`config.mk`:
```
export PLATFORM = sky130hd
export DESIGN_NAME = adc_sequencer
export DESIGN_NICKNAME = d
export VERILOG_FILES = /design/src/rtl/adc_sequencer.sv
export SDC_FILE = /design/constraint.sdc
export NUM_CORES = 1
export LEC_CHECK = 0
export CORE_MARGIN = 2
export CORE_UTILIZATION = 50
export DETAILED_ROUTE_END_ITERATION = 10
export GPL_TIMING_DRIVEN = 0
export MAX_ROUTING_LAYER = met4
export PLACE_DENSITY = 0.81
export SLEW_MARGIN = 15
export SYNTH_ARGS = -nofsm -noshare
export SYNTH_HDL_FRONTEND = slang
export SYNTH_SLANG_ARGS = --single-unit
```
`constraint.sdc`:
```
create_clock -name clk_i -period 2.05 [get_ports clk_i]
set_input_delay 0.205 -clock clk_i [delete_from_list [all_inputs] [get_ports clk_i]]
set_output_delay 0.205 -clock clk_i [all_outputs]
set_load 0.01 [all_outputs]
```
`src/rtl/adc_sequencer.sv`:
```
// -----------------------------------------------------------------------------
// adc_sequencer
//
// Host-side sequencer for a SAR ADC. While enabled it waits period_i idle cycles,
// issues a one-cycle start pulse, then waits for the ADC's ready strobe. It
// captures each result and averages 2**OSR_LOG2 of them. The mean (truncated) is
// presented on a valid/ready output stream.
//
// Ports
//   clk_i        in   1           clock, rising edge
//   rst_ni       in   1           asynchronous reset, active-low
//   en_i         in   1           run enable (level)
//   period_i     in   PERIOD_W    idle cycles between end of a conversion and next start
//   adc_start_o  out  1           one-cycle start pulse to the ADC
//   adc_rdy_i    in   1           ADC conversion-done strobe
//   adc_data_i   in   RESOLUTION  ADC result, qualified by adc_rdy_i
//   data_o       out  RESOLUTION  averaged result
//   valid_o      out  1           data_o holds an unconsumed word
//   ready_i      in   1           downstream accept
//   overrun_o    out  1           pulse: completed average dropped, output still full
//   timeout_o    out  1           pulse: ADC did not respond within TIMEOUT cycles
//   busy_o       out  1           sequencer is not idle
// -----------------------------------------------------------------------------
module adc_sequencer #(
    parameter int unsigned RESOLUTION = 4,
    parameter int unsigned OSR_LOG2   = 2,
    parameter int unsigned PERIOD_W   = 16,
    parameter int unsigned TIMEOUT    = 64
) (
    input  logic                  clk_i,
    input  logic                  rst_ni,
    input  logic                  en_i,
    input  logic [PERIOD_W-1:0]   period_i,
    output logic                  adc_start_o,
    input  logic                  adc_rdy_i,
    input  logic [RESOLUTION-1:0] adc_data_i,
    output logic [RESOLUTION-1:0] data_o,
    output logic                  valid_o,
    input  logic                  ready_i,
    output logic                  overrun_o,
    output logic                  timeout_o,
    output logic                  busy_o
);

    localparam int unsigned ACC_W = RESOLUTION + OSR_LOG2;
    localparam int unsigned N_W   = (OSR_LOG2 > 0) ? OSR_LOG2 : 1;
    localparam int unsigned TO_W  = $clog2(TIMEOUT);

    localparam logic [N_W-1:0]  N_LAST  = N_W'((2 ** OSR_LOG2) - 1);
    localparam logic [TO_W-1:0] TO_LAST = TO_W'(TIMEOUT - 1);

    typedef enum logic [1:0] {
        S_IDLE  = 2'd0,
        S_WAIT  = 2'd1,
        S_START = 2'd2,
        S_CONV  = 2'd3
    } state_e;

    state_e                state_q, state_d;
    logic [PERIOD_W-1:0]   wait_q, wait_d;
    logic [TO_W-1:0]       to_q, to_d;
    logic [ACC_W-1:0]      acc_q, acc_d;
    logic [N_W-1:0]        n_q, n_d;
    logic [RESOLUTION-1:0] data_q;
    logic                  valid_q;

    logic [ACC_W-1:0]      sum;
    logic                  complete;
    logic                  to_hit;
    logic                  load;

    // Mean of a full accumulator: plain truncating shift. The sum of 2**OSR_LOG2
    // RESOLUTION-bit samples always fits in ACC_W bits, so no saturation needed.
    function automatic logic [RESOLUTION-1:0] trunc_avg(input logic [ACC_W-1:0] total);
        return RESOLUTION'(total >> OSR_LOG2);
    endfunction

    assign sum = acc_q + ACC_W'(adc_data_i);

    always_ff @(posedge clk_i or negedge rst_ni) begin
        if (!rst_ni) begin
            state_q <= S_IDLE;
            wait_q  <= '0;
            to_q    <= '0;
            acc_q   <= '0;
            n_q     <= '0;
        end else begin
            state_q <= state_d;
            wait_q  <= wait_d;
            to_q    <= to_d;
            acc_q   <= acc_d;
            n_q     <= n_d;
        end
    end

    always_comb begin
        state_d  = state_q;
        wait_d   = wait_q;
        to_d     = to_q;
        acc_d    = acc_q;
        n_d      = n_q;
        complete = 1'b0;
        to_hit   = 1'b0;

        unique case (state_q)
            S_IDLE: begin
                if (en_i) begin
                    state_d = S_WAIT;
                    wait_d  = '0;
                end
            end

            S_WAIT: begin
                // Leaving for IDLE discards any partial average.
                if (!en_i) begin
                    state_d = S_IDLE;
                    acc_d   = '0;
                    n_d     = '0;
                end else if (wait_q >= period_i) begin
                    state_d = S_START;
                end else begin
                    wait_d = wait_q + 1'b1;
                end
            end

            S_START: begin
                state_d = S_CONV;
                to_d    = '0;
            end

            S_CONV: begin
                if (adc_rdy_i) begin
                    if (n_q == N_LAST) begin
                        complete = 1'b1;
                        acc_d    = '0;
                        n_d      = '0;
                    end else begin
                        acc_d = sum;
                        n_d   = n_q + 1'b1;
                    end
                end else if (to_q == TO_LAST) begin
                    to_hit = 1'b1;
                    acc_d  = '0;
                    n_d    = '0;
                end else begin
                    to_d = to_q + 1'b1;
                end

                // A conversion ends either with a result or with a timeout; an
                // en_i drop during CONV only takes effect here.
                if (adc_rdy_i || to_hit) begin
                    if (en_i) begin
                        state_d = S_WAIT;
                        wait_d  = '0;
                    end else begin
                        state_d = S_IDLE;
                        acc_d   = '0;
                        n_d     = '0;
                    end
                end
            end

            default: state_d = S_IDLE;
        endcase
    end

    // A finished average may only enter the output register when it is empty or
    // being emptied in the same cycle; otherwise it is lost and flagged.
    assign load = complete && (!valid_q || ready_i);

    always_ff @(posedge clk_i or negedge rst_ni) begin
        if (!rst_ni) begin
            valid_q <= 1'b0;
            data_q  <= '0;
        end else if (load) begin
            valid_q <= 1'b1;
            data_q  <= trunc_avg(sum);
        end else if (valid_q && ready_i) begin
            valid_q <= 1'b0;
        end
    end

    assign adc_start_o = (state_q == S_START);
    assign busy_o      = (state_q != S_IDLE);
    assign timeout_o   = to_hit;
    assign overrun_o   = complete && valid_q && !ready_i;
    assign data_o      = data_q;
    assign valid_o     = valid_q;

endmodule

```
==> key figures <==
Outcome
  • Status: finished with violations
  • Failing checks: negative setup slack

Timing
  • Final period utilization: 111.7%
  • Setup TNS: -2.895 ns
  • Post-Route Skew: about 0.013 ns
  • Worst-margin pin slew: around 0.58 ns
  • RSZ-0062 raised after global routing: yes
  • Relative slew slack: about 61%
  • Setup ws final: -0.2408 ns
  • Fin. Hold Viols: 0
  • Slew Limit Fails: 0
  • Period minus WS final: between 2 and 2.5 ns
  • Max Clk Rate: about 440 MHz
  • # setup viols final: 18

Die
  • Initial core utilization: between 50% and 60%
  • Rows: 26
  • Die Area: slightly below 6000 sq um
  • Die height: 77.13 um
  • Io pins: 34
  • Die width: about 77 um
  • Core Region: around 5000 sq um

Clocking
  • CTS tree: built
  • Clk_lat worst skew: 0.29 ns
  • CTS Sinks: 37
  • CTS Buf Count: 5
  • Root Driver: clkbuf_8
  • CTS HTree Levels: 2
  • Clock Pin Slew Worst Setup and Hold Paths: around 0.08 ns
  • Clock buffer depth: 2

Global routing
  • Vias in the first global route: between 2000 and 3000
  • Met2 usage: about two fifths
  • Remaining global-route overflow: 0
  • Met1 Use GR: between 30 and 40%
  • Met3 Use GR: slightly below 4%
  • Initial antenna violation count: 0
  • GRT busiest layer: met2
  • Largest net degree at the start of global routing: 26
  • First-pass GRT wire length: between 10000 and 15000 um
  • Total GRT Usage: between 20% and 30%

Detailed routing
  • DR WL/cell: around 16 um
  • Routed Wire Length: approximately 6800 um
  • Avg Vias per Cell: ~6.0
  • Post-route antenna net violation count: 0
  • DR vias: 2557
  • DR DRC count: 0
  • DRT iter0 DRCs: between 300 and 400
  • First-pass iteration count of the detailed router: 7

Worst setup path
  • Worst r2r dst: wait_q[4]
  • Crit path to: wait_q[4]
  • Crit Path Class: reg2reg
  • RR Startpoint: wait_q[12]
  • Crit Path Max Fanout: 5
  • CP Launch Type: flip-flop
  • Critical path required time: around 2.3 ns
  • R2R setup slack: -0.24 ns
  • FF-to-FF path depth: 7
  • Critical Path AT: around 2.5 ns
  • Crit path capture type: flip-flop
  • Crit. Startpoint: wait_q[12]

Pwr
  • Sw frac: 27.77%
  • Maximum vdd drop: about 0.00058 V
  • Int Power: between 1 and 1.5 mW
  • Clock power share: approximately a third
  • Leakage: approximately 1.6 nW
  • Cell area power density: 444.6 nW/um^2
  • Flop pwr share: between 40% and 50%
  • Combinational Power Share: a little under a fifth
  • P_sw: between 0.4 and 0.5 mW

Finish
  • Synth-to-layout area growth: 31.82%
  • Layout cells sized above 1: a little over a fifth
  • Number of diodes: 0
  • Number of nets in the layout: approximately 410

Placed design
  • Gpl congestion: 0.8792
  • DP Worst Slack: -0.6067 ns
  • Post-DP HPWL: approximately 4600 um
  • # port buffers: 33

Hold path
  • Worst hold path class: in2async

Synthesis
  • Avg Inst Size Synth: roughly 9 sq um
  • EDFF count, synth: 0
  • FFs w/ async S/R, synth: between 90% and 100%
  • Cells after Synth: approximately 300
  • YS warnings: 0
  • Syn_nets: 347
  • Yosys cell types: 56
  • Seq cells post-synth: 37
  • Sequential-to-total area share from yosys stat: between 30 and 40%
  • Post-Syn Area: approximately 2700 sq um
  • Top_reg_cell synth: dfrtp_1

Job
  • Max Cap Viol: 0
[placed cells by master, fill, tap and decap left out, types with 6 or more instances in the layout]
cell type / instances
nand2_1: 27
a21oi_1: 18
nand2b_1: 6
mux2i_1: 6
buf_4: 16
clkdlybuf4s50_1: 26
a31o_2: 6
dfrtp_1: 35
nor2_1: 11
clkbuf_8: 6
nand4_1: 11
nor3_1: 7
a31oi_1: 7
o21ai_0: 11
inv_1: 26
nand3_1: 9
ha_1: 20
[metal layers]
layer,routed length [um],share of wire (%),vias to the layer above
li1,-,-,1236
met1,2961,43,1203
met2,3397,50,87
met3,295,4.3,31
met4,187,2.7,0
met5,0,0,-
[power groups by stage]
stage          clock, mW  sequential, mW  combinational, mW
2_1_floorplan          0           0.786              0.160
3_3_place_gp           0           0.794              0.249
3_5_place_dp           0           0.795              0.261
4_1_cts            0.504           0.779              0.278
5_1_grt            0.540           0.784              0.330
6_report           0.494           0.781              0.292
[stage by stage]
stage / instance area (sq um) / cells / hold WS (ns) / power (mW) / utilization (%)
after floorplan: 2710 / 298 / -0.09059 / 0.9458 / -
after global placement: 3128 / 401 / 0.4778 / 1.043 / 60.86
after detailed placement: 3143 / 402 / 0.1227 / 1.057 / 61.15
after CTS: 3418 / 422 / 0.3465 / 1.561 / 66.50
after global routing: 3525 / 428 / 0.3753 / 1.653 / 68.57
final: 3525 / 428 / 0.3363 / 1.567 / 68.57
[worst min path at each step]
stage	cells after the start	from	to
floorplan	0	rst_ni	async pin
global placement	1	n_q[1]	n_q[1]
detailed placement	1	rst_ni	to_q[0]
CTS	2	rst_ni	to_q[0]
global route	2	rst_ni	wait_q[8]
finish	2	rst_ni	to_q[0]
[layout make-up]
| cell class | instances | area (sq um) |
|---|---|---|
| fillers | 422 | 1615 |
| multi-input cells | 223 | 1750 |
| clock buffers | 6 | 72.57 |
| well taps | 70 | 87.58 |
| plain buffers | 10 | 83.83 |
| clock inverters | 2 | 10.01 |
| repair buffers | 51 | 479.2 |
| flip-flops and latches | 37 | 928.4 |
| inverters | 29 | 112.6 |
[synth_stat cells, types with 2 or more instances]
library cell   n  area, sq um
a211oi_1       2        15.01
a21boi_1       2        15.01
a21o_1         2        15.01
a21oi_1       18        90.09
a22o_1         5        43.79
a31o_2         6        52.55
a31oi_1        9        56.30
and3_1         7        43.79
and4_1         4        35.03
buf_6          3        33.78
clkbuf_1       6        22.52
dfrtp_1       37        925.9
ha_1          23        287.8
inv_1         28        105.1
mux2_2         3        33.78
mux2i_1        6        60.06
nand2_1       27        101.4
nand2b_1       7        43.79
nand3_1        9        45.04
nand4_1       11        68.82
nor2_1        12        45.04
nor3_1        12        60.06
nor4_1         2        12.51
o21ai_0       14        70.07
o21bai_1       2        15.01
o2bb2ai_1      3        26.28
o31ai_1        3        22.52
or3_1          2        12.51
or4_1          2        15.01
or4_4          2        22.52
xnor2_1        4        35.03
[logic make-up (layout without fill, tap and decap cells)]
family,count (synthesis),count (layout),synth area share (%)
and+or+nand+nor,103,104,20.73
AOI/OAI and AO/OA,82,82,21.85
buffers and inverters,39,98,6.457
DFF,37,37,34.63
adders and majority gates,24,24,11.51
muxes,9,9,3.510
xor gates and xnor gates,4,4,1.310
[registers in the layout, indices dropped and copies added, names as in the netlist, named ones only]
name and flops:
valid_o 1, wait_q 16, to_q 6, state_q 1, n_q 2, data_o 4, acc_q 6
[worst max-delay path: stages, from the launching register on]
cell and delay [ns]:
dfrtp_1 0.41, ha_1 0.29, nand4_1 0.18, a2111o_1 0.40, o32a_1 0.34, clkbuf_8 0.17, a311oi_2 0.28, a211o_1 0.16
[what timing repair did]
item,in CTS,in global routing
gates cloned,3,0
hold buffers,1,0
endpoints found under the setup margin,20,25
buffers inserted,8,8
resized for setup,28,19
endpoints found under the hold margin,12,0
pin swaps,12,2
(Power assumes the default switching activity.)
